==> config.mk <==
export PLATFORM = sky130hd
export DESIGN_NAME = direction_normalize
export DESIGN_NICKNAME = d
export VERILOG_FILES = /design/src/rtl/direction_normalize_pkg.sv /design/src/rtl/direction_normalize_seq_divider.sv /design/src/rtl/direction_normalize.sv
export SDC_FILE = /design/constraint.sdc
export NUM_CORES = 1
export LEC_CHECK = 0
export ABC_AREA = 0
export CORE_ASPECT_RATIO = 0.9
export CORE_MARGIN = 3
export CORE_UTILIZATION = 62
export CTS_BUF_LIST = sky130_fd_sc_hd__clkbuf_16
export DETAILED_ROUTE_END_ITERATION = 7
export PLACE_DENSITY = 0.89
export RECOVER_POWER = 50
export SETUP_SLACK_MARGIN = 0.2
export SLEW_MARGIN = 20
export SYNTH_ARGS = -nofsm -noshare
export SYNTH_HDL_FRONTEND = slang
export SYNTH_HIERARCHICAL = 1
export SYNTH_SLANG_ARGS = --single-unit
==> constraint.sdc <==
create_clock -name clk -period 7.2 [get_ports clk]
set_input_delay 1.08 -clock clk [delete_from_list [all_inputs] [get_ports clk]]
set_output_delay 1.08 -clock clk [all_outputs]
set_load 0.01 [all_outputs]
==> src/rtl/direction_normalize_pkg.sv <==
// direction_normalize_pkg: shared ray direction types and default fixed-point format
package direction_normalize_pkg;
  localparam int DIR_WIDTH = 16;
  localparam int DIR_Q_BITS = 8;
  typedef struct packed {
    logic signed [DIR_WIDTH-1:0] x;
    logic signed [DIR_WIDTH-1:0] y;
    logic signed [DIR_WIDTH-1:0] z;
  } RayDirection;
  typedef struct packed {
    logic signed [DIR_WIDTH-1:0] x;
    logic signed [DIR_WIDTH-1:0] y;
    logic signed [DIR_WIDTH-1:0] z;
    logic signed [DIR_WIDTH-1:0] len;
  } RayDirection_len;
endpackage

==> src/rtl/direction_normalize_seq_divider.sv <==
// seq_divider: unsigned restoring divider, one quotient bit per cycle, MSB first
module seq_divider #(
  parameter int W = 24
) (
  input  logic         clk,
  input  logic         reset,
  input  logic         start,
  input  logic [W-1:0] dividend,
  input  logic [W-1:0] divisor,
  output logic         busy,
  output logic         done,
  output logic [W-1:0] quotient
);
  localparam int CW = $clog2(W + 1);
  logic [W-1:0] rem, rem_n, q_n;
  logic [W:0] trial, diff;
  logic [CW-1:0] cnt;
  // start performs the first iteration straight from the inputs
  always_comb begin
    trial = {start ? {W{1'b0}} : rem, start ? dividend[W-1] : quotient[W-1]};
    diff = trial - {1'b0, divisor};
    rem_n = diff[W] ? trial[W-1:0] : diff[W-1:0];
    q_n = {start ? dividend[W-2:0] : quotient[W-2:0], ~diff[W]};
  end
  assign busy = cnt != '0;
  always_ff @(posedge clk) begin
    if (reset) begin
      rem <= '0;
      quotient <= '0;
      cnt <= '0;
      done <= 1'b0;
    end else if (start) begin
      rem <= rem_n;
      quotient <= q_n;
      cnt <= CW'(W - 1);
      done <= 1'b0;
    end else if (busy) begin
      rem <= rem_n;
      quotient <= q_n;
      cnt <= cnt - 1'b1;
      done <= cnt == CW'(1);
    end else begin
      done <= 1'b0;
    end
  end
endmodule

==> src/rtl/direction_normalize.sv <==
// direction_normalize: divides each direction component by its length, fixed latency
module direction_normalize
  import direction_normalize_pkg::*;
#(
  parameter int WIDTH = DIR_WIDTH,
  parameter int Q_BITS = DIR_Q_BITS
) (
  input  logic            clk,
  input  logic            reset,
  input  logic            valid_in,
  input  RayDirection_len RDLEN_in,
  output logic            ready_out,
  output RayDirection     RD_out,
  output logic            valid_out,
  output logic            div_zero_out,
  output logic            overflow_out
);
  localparam int NORM_ITER = WIDTH + Q_BITS;
  localparam logic [2:0] IDLE = 3'd0, DIV_X = 3'd1, DIV_Y = 3'd2, DIV_Z = 3'd3, DONE = 3'd4;
  localparam logic [NORM_ITER-1:0] MAX_Q = {{(Q_BITS + 1){1'b0}}, {(WIDTH - 1){1'b1}}};
  logic [2:0] state;
  logic signed [WIDTH-1:0] cx, cy, cz, clen, res_x, res_y, comp;
  logic start, busy, done;
  logic [NORM_ITER-1:0] dividend, divisor, quotient;
  function automatic logic [WIDTH-1:0] mag_of(input logic signed [WIDTH-1:0] v);
    return v[WIDTH-1] ? -v : v;
  endfunction
  function automatic logic signed [WIDTH-1:0] to_signed(input logic [NORM_ITER-1:0] q, input logic neg);
    logic [WIDTH-1:0] mag;
    mag = q > MAX_Q ? MAX_Q[WIDTH-1:0] : q[WIDTH-1:0];
    return neg ? -$signed(mag) : $signed(mag);
  endfunction
  // the next component is launched in the same cycle the previous quotient is taken
  always_comb begin
    comp = state == DIV_X ? (done ? cy : cx) : cz;
    start = (state == DIV_X && !busy) || (state == DIV_Y && done);
    dividend = {mag_of(comp), {Q_BITS{1'b0}}};
    divisor = {{Q_BITS{1'b0}}, clen};
  end
  assign ready_out = state == IDLE;
  seq_divider #(.W(NORM_ITER)) u_div (
    .clk(clk),
    .reset(reset),
    .start(start),
    .dividend(dividend),
    .divisor(divisor),
    .busy(busy),
    .done(done),
    .quotient(quotient)
  );
  always_ff @(posedge clk) begin
    if (reset) begin
      state <= IDLE;
      cx <= '0;
      cy <= '0;
      cz <= '0;
      clen <= '0;
      res_x <= '0;
      res_y <= '0;
      RD_out <= '0;
      valid_out <= 1'b0;
      div_zero_out <= 1'b0;
      overflow_out <= 1'b0;
    end else begin
      overflow_out <= valid_in && state != IDLE;
      valid_out <= state == DIV_Z && done;
      div_zero_out <= state == DIV_Z && done && (clen <= 0);
      if (state == IDLE && valid_in) begin
        cx <= RDLEN_in.x;
        cy <= RDLEN_in.y;
        cz <= RDLEN_in.z;
        clen <= RDLEN_in.len;
      end
      if (state == DIV_X && done) res_x <= to_signed(quotient, cx[WIDTH-1]);
      if (state == DIV_Y && done) res_y <= to_signed(quotient, cy[WIDTH-1]);
      if (state == DIV_Z && done) RD_out <= clen > 0 ? {res_x, res_y, to_signed(quotient, cz[WIDTH-1])} : '0;
      state <= state == IDLE ? (valid_in ? DIV_X : IDLE) : state == DONE ? IDLE : done ? state + 3'd1 : state;
    end
  end
endmodule

# Word-level counts from Yosys, hierarchy flattened
# Index checks and enable logic that the tools add are counted.
[totals] elab_cells=71 ff_bits=204 input_bits=67 output_inout_bits=52
[op_classes] addsub=5 n_mux=22 n_reduce_logical=16 magnitude_cmp=3 bitwise_logic=2 eq_ne=5
[ops] op="two-way mux 24 bit" count=6
[ops] op="two-way mux 16 bit" count=7
[ops] op="two-way mux 48 bit" count=1
[ops] op="negation 16 bit" count=2
[ops] op="subtractor 25 x 16 -> 25 bit" count=1
[ops] op="> comparator 24 x 15 -> 1 bit, second input constant" count=1
[ops] op="two-way mux 23 bit" count=1
[ops] op="> comparator 16 x 1 -> 1 bit, second input constant" count=1
[ops] op="less-or-equal comparator 16 x 1 -> 1 bit, second input constant" count=1
[ops] op="two-way mux 5 bit" count=2
[ops] op="two-way mux 3 bit" count=3
[ops] op="logical AND 1 bit" count=7
[ops] op="equality test 3 x 2 -> 1 bit, second input constant" count=2
[ops] op="nonzero test 3 bit" count=2
[ops] op="equality test 5 x 1 -> 1 bit, second input constant" count=1
[ops] op="nonzero test 5 bit" count=1
[ops] op="subtractor 5 x 1 -> 5 bit, second input constant" count=1
[ops] op="adder 3 x 1 -> 3 bit, second input constant" count=1
[ops] op="equality test 3 x 1 -> 1 bit, second input constant" count=1
[ops] op="equality test 3 bit, second input constant" count=1
[ops] op="logical NOT 3 bit" count=1
[ops] op="OR reduction 3 bit" count=1
[ops] op="two-way mux 1 bit" count=2
[ops] op="NOT 1 bit" count=2
[ops] op="other kinds (4)" count=4

# Logic depth before layout (Yosys ltp)
# Gate-level depths: netlist (run 1).
[logic_depth] ltp_word=9 mapped_depth=23 depth_no_buf=19

# Hierarchy
# Netlist (run 1), hierarchy kept.
[by_module_without_submodules] mod="direction_normalize" area_each_um2=7195.7 n_inst=1 cells_each=896 seq_area_each_um2=3002.9
[by_module_without_submodules] mod="seq_divider" area_each_um2=4119.0 n_inst=1 cells_each=548 seq_area_each_um2=1081.0

# Worst setup path after synthesis (run 1)
# No wires, ideal clock.
[synth_timing] path_kind="reg-to-reg" start="register u_div.cnt[0]" end="register u_div.rem[2]" setup_ns=0.117 path_stages_with_launch=22 required_ns=7.083 synth_period_minus_slack_ns=4.845 path_slack_ns=2.355 arrival_time_ns=4.728 path_buffers=3 cell_sequence="dfxtp_1 inv_1 ha_1 nor4b_2 clkinv_1 clkbuf_1 nand2b_1 nand2_1 clkbuf_1 clkbuf_1 mux2i_1 ha_1 inv_1 fa_1 a21oi_1 nand4b_1 a21oi_2 o21a_4 a211oi_4 o211a_2 mux2_2 a22o_1"
[synth_between] elab_chain_cells=9 word_cells_on_any_way=11 cone_classes="1 x add/sub; 5 x mux; 5 x reduce/logical"
[synth_rtl] item="from (decl)" line_no="direction_normalize_seq_divider.sv:17" rtl="logic [CW-1:0] cnt;"
[synth_rtl] item="from (signal assigned)" line_no="direction_normalize_seq_divider.sv:35" rtl="cnt <= CW'(W - 1);"
[synth_rtl] item="from (signal assigned)" line_no="direction_normalize_seq_divider.sv:40" rtl="cnt <= cnt - 1'b1;"
[synth_rtl] item="nonzero test 5 bit *" line_no="direction_normalize_seq_divider.sv:25" rtl="assign busy = cnt != '0;"
[synth_rtl] item="named net busy" line_no="direction_normalize.sv:23" rtl="logic start, busy, done;"
[synth_rtl] item="logical NOT 1 bit *" line_no="direction_normalize.sv:36" rtl="start = (state == DIV_X && !busy) || (state == DIV_Y && done);"
[synth_rtl] item="logical AND 1 bit *" line_no="direction_normalize.sv:36"
[synth_rtl] item="logical OR 1 bit *" line_no="direction_normalize.sv:36"
[synth_rtl] item="named net start" line_no="direction_normalize.sv:23"
[synth_rtl] item="two-way mux 1 bit / two-way mux 24 bit (equally long branches)" line_no="direction_normalize_seq_divider.sv:20" rtl="trial = {start ? {W{1'b0}} : rem, start ? dividend[W-1] : quotient[W-1]};"
[synth_rtl] item="subtractor 25 x 16 -> 25 bit" line_no="direction_normalize_seq_divider.sv:21" rtl="diff = trial - {1'b0, divisor};"
[synth_rtl] item="two-way mux 24 bit" line_no="direction_normalize_seq_divider.sv:22" rtl="rem_n = diff[W] ? trial[W-1:0] : diff[W-1:0];"
[synth_rtl] item="two-way mux 24 bit" line_no="direction_normalize_seq_divider.sv:37" rtl="end else if (busy) begin"
[synth_rtl] item="two-way mux 24 bit" line_no="direction_normalize_seq_divider.sv:32" rtl="end else if (start) begin"
[synth_rtl] item="to (signal assigned)" line_no="direction_normalize_seq_divider.sv:33" rtl="rem <= rem_n;"
[synth_rtl] item="to (signal assigned)" line_no="direction_normalize_seq_divider.sv:38" rtl="rem <= rem_n;"
[synth_rtl] item="to (decl)" line_no="direction_normalize_seq_divider.sv:15" rtl="logic [W-1:0] rem, rem_n, q_n;"
# Mark *: on every way through the listed nets, which the timed path passes. The rest lies on a longest branch. The select of a mux whose other input is x is not followed.
# A chain may end at the register's enable or synchronous reset.

==> results of run 1 <==
## layout make-up
type / count / area [um^2] / share of cell area
Clock buffer: 22 / 551 / 0.0420
Clock inverter: 16 / 138 / 0.0105
Inverter: 48 / 180 / 0.0137
Multi-Input combinational cell: 1102 / 6620 / 0.505
Sequential cell: 204 / 4080 / 0.311
Tap cell: 240 / 300 / 0.0229
Timing Repair Buffer: 128 / 1240 / 0.0948
## cell families (layout without fill, tap and decap cells)
family                     Yosys count  after routing
other                                1             16
AOI/OAI and AO/OA                  401            401
buffers and inverters              153            214
xor gates and xnor gates            41             41
adders and majority gates           36             36
and+or+nand+nor                    563            563
muxes                               45             45
DFF                                204            204
## worst max path at each step
| stage | start | endpoint | slack, ns | cells after the start |
|---|---|---|---|---|
| 6_report | reset | u_div/rem[22] | 1.41 | 5 |
| 5_1_grt | reset | u_div/rem[22] | 0.95 | 5 |
| 4_1_cts | u_div/cnt[1] | u_div/rem[2] | 1.58 | 18 |
| 3_5_place_dp | u_div/cnt[0] | u_div/rem[2] | 1.59 | 18 |
| 3_3_place_gp | u_div/cnt[0] | u_div/rem[2] | 1.80 | 18 |
| 2_1_floorplan | u_div/cnt[0] | u_div/rem[2] | 2.36 | 21 |
## per-stage QoR
stage / hold slack (ns) / worst slack (ns) / power, mW
2_1_floorplan: 0.429 / 2.36 / 2.67
3_3_place_gp: 0.437 / 1.80 / 2.99
3_5_place_dp: 0.442 / 1.59 / 3.03
4_1_cts: 0.450 / 1.58 / 4.11
5_1_grt: 0.465 / 0.950 / 4.37
6_report: 0.444 / 1.41 / 4.16
## sequential cells by signal, summed over array words and instances (netlist names), 16 cells and up
| signal | count |
|---|---|
| u_div/quotient | 24 |
| cy | 16 |
| cz | 16 |
| u_div/rem | 24 |
| clen | 16 |
| cx | 16 |
| res_x | 16 |
| RD_out | 48 |
| res_y | 16 |
## per-layer routing
metal / part of all wire / GRT usage / vias up
met3: 0.082 / 0.0486 / 77
met1: 0.43 / 0.405 / 4995
li1: - / - / 5174
met4: 0.030 / 0.0831 / 0
met2: 0.46 / 0.449 / 506
met5: 0 / 0 / -
## critical path, stage by stage
cell and delay (ns):
clkbuf_1 2.64, clkbuf_2 1.74, nor2b_1 0.20, a32o_1 0.36
a21o_1 0.15
## Yosys cell counts, types with 12 or more instances
cell	instances
mux2i_1	23
a211oi_1	12
xnor2_1	23
nor2b_1	33
a21o_1	17
dfxtp_1	204
nand2_1	275
nor4_1	15
nand2b_1	14
clkbuf_1	72
ha_1	35
nand3_1	47
nor2_1	86
a21oi_1	213
mux2_2	14
nor3_1	20
o21ai_0	35
and2_1	18
inv_1	47
xor2_1	18
## cell usage in the layout (no fill, tap or decap), types with 11 or more instances in the layout
master and instances:
nor2b_1 32, dlygate4sd3_1 51, xnor2_1 23, a21oi_1 213
nor3_1 20, o22ai_1 11, a21o_1 17, clkbuf_16 22
nand2_1 273, mux2i_1 23, nand2b_1 14, clkdlybuf4s50_1 66
o21ai_0 35, dfxtp_1 204, nand4_1 11, nor4_1 13
nand3_1 47, mux2_2 14, conb_1 16, nor2_1 86
xor2_1 18, and2_1 15, a211oi_1 12, inv_1 52
a221o_1 11, ha_1 35
## power by group through the flow
stage	logic [mW]	registers, mW	clock network [mW]
CTS	1.74	1.29	1.08
finish	1.79	1.29	1.07
floorplan	1.39	1.28	0
global placement	1.68	1.31	0
global route	1.94	1.30	1.13
detailed placement	1.72	1.31	0
==> implementation parameters, run 1 <==
Parameter                              Value

Outcome
  Result of the run    finished with violations
  Failing checks    max-capacitance violations, max-slew violations

Logic synthesis
  Proportion of netlist area held by the largest area contributor    0.361
  Largest family of logic cells by synthesized area    simple AND/OR/NAND/NOR gates
  Top cells by area, synth    dfxtp_1 36%, a21oi_1 9.4%, nand2_1 9.1%, ha_1 3.9%, nor2_1 2.9%
  Total number of yosys warnings    6
  Fraction of synthesis flops using an asynchronous set or reset pin    0
  Commonest register cell after synthesis    dfxtp_1
  Proportion of synthesized chip area in sequential cells    0.361
  Biggest area consumer among synthesized cells    dfxtp_1
  Number of synthesized flops with an enable pin    0
  Multiplexer share of the synthesized area    0.0438
  Parity-gate share of the synthesized area counting xor and xnor cells    0.0317
  Mapped Area    between 10000 and 15000 um^2
  Fraction of the mapped netlist area in adder cells    0.0405
  Synth unique cells    roughly 90
  Synthesized area divided by synthesized cell count    around 7.8 um^2
  Simple-gate portion of the synthesized area    0.234
  Synth Area in Compound Gates    0.225
  Number of synthesized register bits    a little over 200
  Number of cells produced by synthesis    about 1400

Global routing
  Total track usage    0.285
  First-pass GRT wire length    47900 um
  Number of antenna violations at the first check in global routing    0
  Maximum number of pins on one net before global-route repair    slightly below 100
  Grt ovf    0
  Vias in the first global route    between 9000 and 10000

Job
  Max capacitance violation total    3

Drt
  Post-detailed-route via-to-cell ratio    6.11
  Vias    10800
  Number of iterations in the first detailed-routing pass    6
  Drt first-iter violations    slightly above 1000
  DRC viols    0
  Number of antenna-violating nets in the routed design    0
  Average wire per cell in the routed design    16.8 um
  Wire length after detailed routing    29600 um

Clock network
  Total CTS buffers    22
  Hold-fix buffer count after cts    0
  Number of setup buffers added after CTS    0
  Maximum buffer depth of the clock tree    3
  Clock tree from TritonCTS    built
  Clock root buffer    clkbuf_16
  Clock insertion delay at the later pin of the skew report    about 0.5 ns
  Clk sinks    204
  Number of H-tree branching levels    1
  Clock-pin slew on the worst setup and hold paths    roughly 0.06 ns
  Number of instances resized during post-cts repair    0

Place
  Cell count after placement    1722
  Final weighted congestion in routability-driven placement    around 0.95
  DPL Wire Length    20400 um
  Count of port buffers added during placement    around 120
  Dpl cell area    ~12000 um^2

Cells and area
  Total inserted antenna cells    0
  P&R area growth vs syn    15.9%
  Cell Count, Final, Fillers Out    around 1800
  Layout Cell Area excl Fill    between 10000 and 15000 um^2
  Post-layout net count    around 1600
  Fillers    1320
  Final core utilization    0.737
  Share of final-layout standard cells stronger than drive strength 1    0.0625

Timing
  Actual transition at the worst max-transition pin    around 3.8 ns
  Number of endpoints with negative hold slack in the final report    0
  Normalized max-slew margin    -1.54
  Peak Freq    about 170 MHz
  Setup TNS after final layout    0 ns
  Final Slew Violations    about 220
  Unrepaired setup endpoints after global routing    false
  Setup Skew    between 0.01 and 0.015 ns
  Ratio of final minimum period to clock period    0.805
  Final worst path period need    roughly 5.8 ns
  Endpoints failing setup    0

Worst setup path
  Startpoint of the worst register-to-register path    u_div/cnt[0]
  Terminus of the critical flop-to-flop path    u_div/rem[2]
  Type of element capturing the critical path    flip-flop
  Critical path arrival    about 6.2 ns
  Required time of the worst setup path    7.59 ns
  FF-to-FF setup slack    1.51 ns
  Critical path type    input port to flip-flop
  Number of cells traversed by the worst register-to-register path    18
  Maximum fanout count along the critical path    between 90 and 100
  Startpoint kind of the worst setup timing path    input port

Power and ir drop
  Largest voltage drop on the vdd net    between 0.00015 and 0.0002 V
  Part of the total power dissipated in sequential elements    0.311
  Switching share of total power    0.396
  Total power density per cell area    317 nW/um^2
  Fraction of power consumed by combinational cells    0.431
  Clock power frac    0.258
  Cell internal power dissipation    about 2.5 mW
  NetSw    approximately 1.6 mW
  Leakage power    slightly above 5 nW

Floorplan
  Initial standard-cell utilization of the core    0.636
  Die Outline Area    between 15000 and 20000 um^2
  Top-level port count    between 100 and 150
  Die boundary height    between 100 and 150 um
  Row cnt    46
  Die width    about 150 um
  Standard cell core area    17800 um^2

Hold path
  Class of the worst hold path    flip-flop to flip-flop
  Worst hold path startpoint    RD_out[28]
  Endpoint, Worst Hold    RD_out[28]
  Worst hold stages    2
No activity file was read; power rests on OpenSTA's default activity.
==> run 2: changes to the inputs <==
CORE_UTILIZATION = 52   (was 62)
PLACE_DENSITY = 0.8   (was 0.89)
clock period = 4.89 ns   (was 7.2 ns; I/O delays follow)
==> run 2 against run 1 <==
  * The run still ends with max-capacitance violations, max-slew violations left
  * Final cell count rose by 4.0%
  * Worst hold slack improved by 0.0010 ns
  * Clock power rose by 57%
  * Sequential share of layout area fell by 0.91 points
  * Largest power group unchanged
==> implementation parameters, run 2 (synthesis results as in run 1) <==
Parameter                              Value

Place
  Final weighted congestion in routability-driven placement    0.925 (was 0.950)
  Count of port buffers added during placement    118 (unchanged)
  Dpl cell area    12600 um^2 (was 12400 um^2)
  DPL Wire Length    20800 um (was 20400 um)

Global routing
  Grt ovf    0 (unchanged)
  Total track usage    0.240 (was 0.285)
  Vias in the first global route    9608 (was 9699)
  Maximum number of pins on one net before global-route repair    89 (was 98)
  First-pass GRT wire length    48200 um (was 47900 um)
  Number of antenna violations at the first check in global routing    0 (unchanged)

Cells and area
  Number of flip-flops under the largest register name    48 (unchanged)
  Final core utilization    0.641 (was 0.737)
  Top Registers    RD_out (48), u_div/quotient (24), u_div/rem (24) (unchanged)
  Post-layout net count    1632 (was 1609)
  P&R area growth vs syn    19.4% (was 15.9%)
  Layout Cell Area excl Fill    13500 um^2 (was 13100 um^2)
  Top register by number of flip-flops    RD_out (unchanged)
  Most common library cell in the layout ignoring fill and taps    nand2_1 (unchanged)
  Total inserted antenna cells    0 (unchanged)
  Share of final-layout standard cells stronger than drive strength 1    0.0874 (was 0.0625)
  Commonest non-fill, non-tap cells in the layout    274 x nand2_1, 213 x a21oi_1, 203 x dfxtp_1 (was 273 x nand2_1, 213 x a21oi_1, 204 x dfxtp_1)

Worst setup path
  Critical path arrival    5.00 ns (was 6.19 ns)
  Terminus of the critical flop-to-flop path    u_div/rem[0] (was u_div/rem[2])
  Critical path type    flip-flop to flip-flop (was input port to flip-flop)
  Maximum fanout count along the critical path    11 (was 97)
  CP cell instances    inv_1 > ha_2 > nor2b_4 > buf_12 > mux2i_2 > and4_1 > nand4_1 > nor4_4 > mux2i_2 > ha_1 > inv_1 > fa_2 > a21oi_1 > nand4b_1 > a21oi_4 > o21a_4 > a211oi_4 > o211ai_4 > buf_4 > nor4_2 > a211o_1 (was clkbuf_1 > clkbuf_2 > nor2b_1 > a32o_1 > a21o_1)
  Startpoint of the worst register-to-register path    state[1] (was u_div/cnt[0])
  Worst-path cell with the longest stage delay    a211o_1 (was clkbuf_1)
  Type of element capturing the critical path    flip-flop (unchanged)
  Required time of the worst setup path    5.28 ns (was 7.59 ns)
  FF-to-FF setup slack    0.27 ns (was 1.51 ns)
  Startpoint kind of the worst setup timing path    flip-flop (was input port)
  Number of cells traversed by the worst register-to-register path    21 (was 18)
  Critical path's largest stage delay    0.38 ns (was 2.64 ns)

Clock network
  Clock root buffer    clkbuf_16 (unchanged)
  Clock insertion delay at the later pin of the skew report    0.51 ns (was 0.50 ns)
  Clock-pin slew on the worst setup and hold paths    0.06 ns (about the same)
  Total CTS buffers    22 (unchanged)
  Hold-fix buffer count after cts    0 (unchanged)
  Maximum buffer depth of the clock tree    3 (unchanged)
  Number of H-tree branching levels    1 (unchanged)
  Clock tree from TritonCTS    built (unchanged)
  Clk sinks    204 (unchanged)

Timing
  Peak Freq    ~220 MHz
  Hold_ws    0.445 ns (was 0.444 ns)
  Endpoints failing setup    0 (unchanged)
  Setup TNS after final layout    0 ns (unchanged)
  Final Slew Violations    200 (was 222)
  Normalized max-slew margin    -0.951 (was -1.54)
  Actual transition at the worst max-transition pin    2.93 ns (was 3.81 ns)
  Unrepaired setup endpoints after global routing    true (was false)
  Ratio of final minimum period to clock period    0.944
  Number of endpoints with negative hold slack in the final report    0 (unchanged)
  Setup Skew    0.0105 ns (was 0.0119 ns)
  Final worst path period need    4.62 ns

Floorplan
  Die Outline Area    23600 um^2 (was 19900 um^2)
  Standard cell core area    21100 um^2 (was 17800 um^2)
  Initial standard-cell utilization of the core    0.537 (was 0.636)
  Row cnt    50 (was 46)
  Top-level port count    119 (unchanged)
  Die boundary height    146 um (was 134 um)
  Die width    161 um (was 148 um)

Hold path
  Worst hold path startpoint    RD_out[30] (was RD_out[28])
  Endpoint, Worst Hold    RD_out[30] (was RD_out[28])
  Worst hold stages    2 (unchanged)
  Class of the worst hold path    flip-flop to flip-flop (unchanged)

Drt
  Post-detailed-route via-to-cell ratio    5.75 (was 6.11)
  Vias    10500 (was 10800)
  Number of iterations in the first detailed-routing pass    6 (unchanged)
  Average wire per cell in the routed design    16.4 um (was 16.8 um)
  Drt first-iter violations    1040 (was 1024)
  Number of antenna-violating nets in the routed design    0 (unchanged)
  DRC viols    0 (unchanged)
  Wire length after detailed routing    29900 um (was 29600 um)

Outcome
  Result of the run    finished with violations (unchanged)
  Failing checks    max-capacitance violations, max-slew violations (unchanged)

Power and ir drop
  Power after layout    6.30 mW (was 4.16 mW)
  Leakage power    5.30 nW (was 5.17 nW)
  Largest voltage drop on the vdd net    0.000306 V (was 0.000192 V)
  Total power density per cell area    466 nW/um^2 (was 317 nW/um^2)

Job
  Max capacitance violation total    3 (unchanged)
[run 2: area by class of cell]
class / count / area (um^2)
clock inverter: 16 / 160
fill: 1807 / 7570
timing repair buffer: 151 / 1460
clock buffer: 23 / 576
multi-input combinational: 1102 / 6690
inverter: 48 / 181
sequential: 204 / 4090
tap: 286 / 358
[run 2: what timing repair did]
action	CTS	global route
setup buffers	0	7
cloned	0	1
pin swaps	0	8
resized for setup	5	17
setup endpoints to repair	19	24
[run 2: through the flow]
step,worst slack [ns],cells
final,0.272,1830
after global routing,0.0958,1830
after CTS,0.232,1822
after detailed placement,0.00929,1783
after global placement,0.208,1783
after floorplan,0.286,1459
[run 2: where the power goes]
group          switching (mW)  internal [mW]  total [mW]
registers               0.124           1.78        1.90
logic                    1.66           1.06        2.71
clock network           0.670           1.01        1.68
total                    2.45           3.85        6.30
[run 2: metal layers]
layer	routed length (um)	global-route usage
met2	13600	0.389
met4	668	0.0576
met1	13800	0.339
met3	1870	0.0344
met5	0	0
[run 2: worst max-delay path by stage]
stage                      start            end  slack (ns)
floorplan           u_div/cnt[0]   u_div/rem[2]        0.29
global placement      u_div/done   u_div/rem[2]        0.21
detailed placement    u_div/done   u_div/rem[3]       0.009
CTS                     state[1]  u_div/rem[10]        0.23
global route            state[1]   u_div/rem[0]         0.1
finish                  state[1]   u_div/rem[0]        0.27
[run 2: critical path: cells and delay by family (launching register included)]
kind	cells	cell delay [ns]
simple gates	6	1.32
buf+inv	4	0.57
mux	2	0.38
fa+ha+maj	3	0.61
compound gates	6	1.25
flops	1	0.34
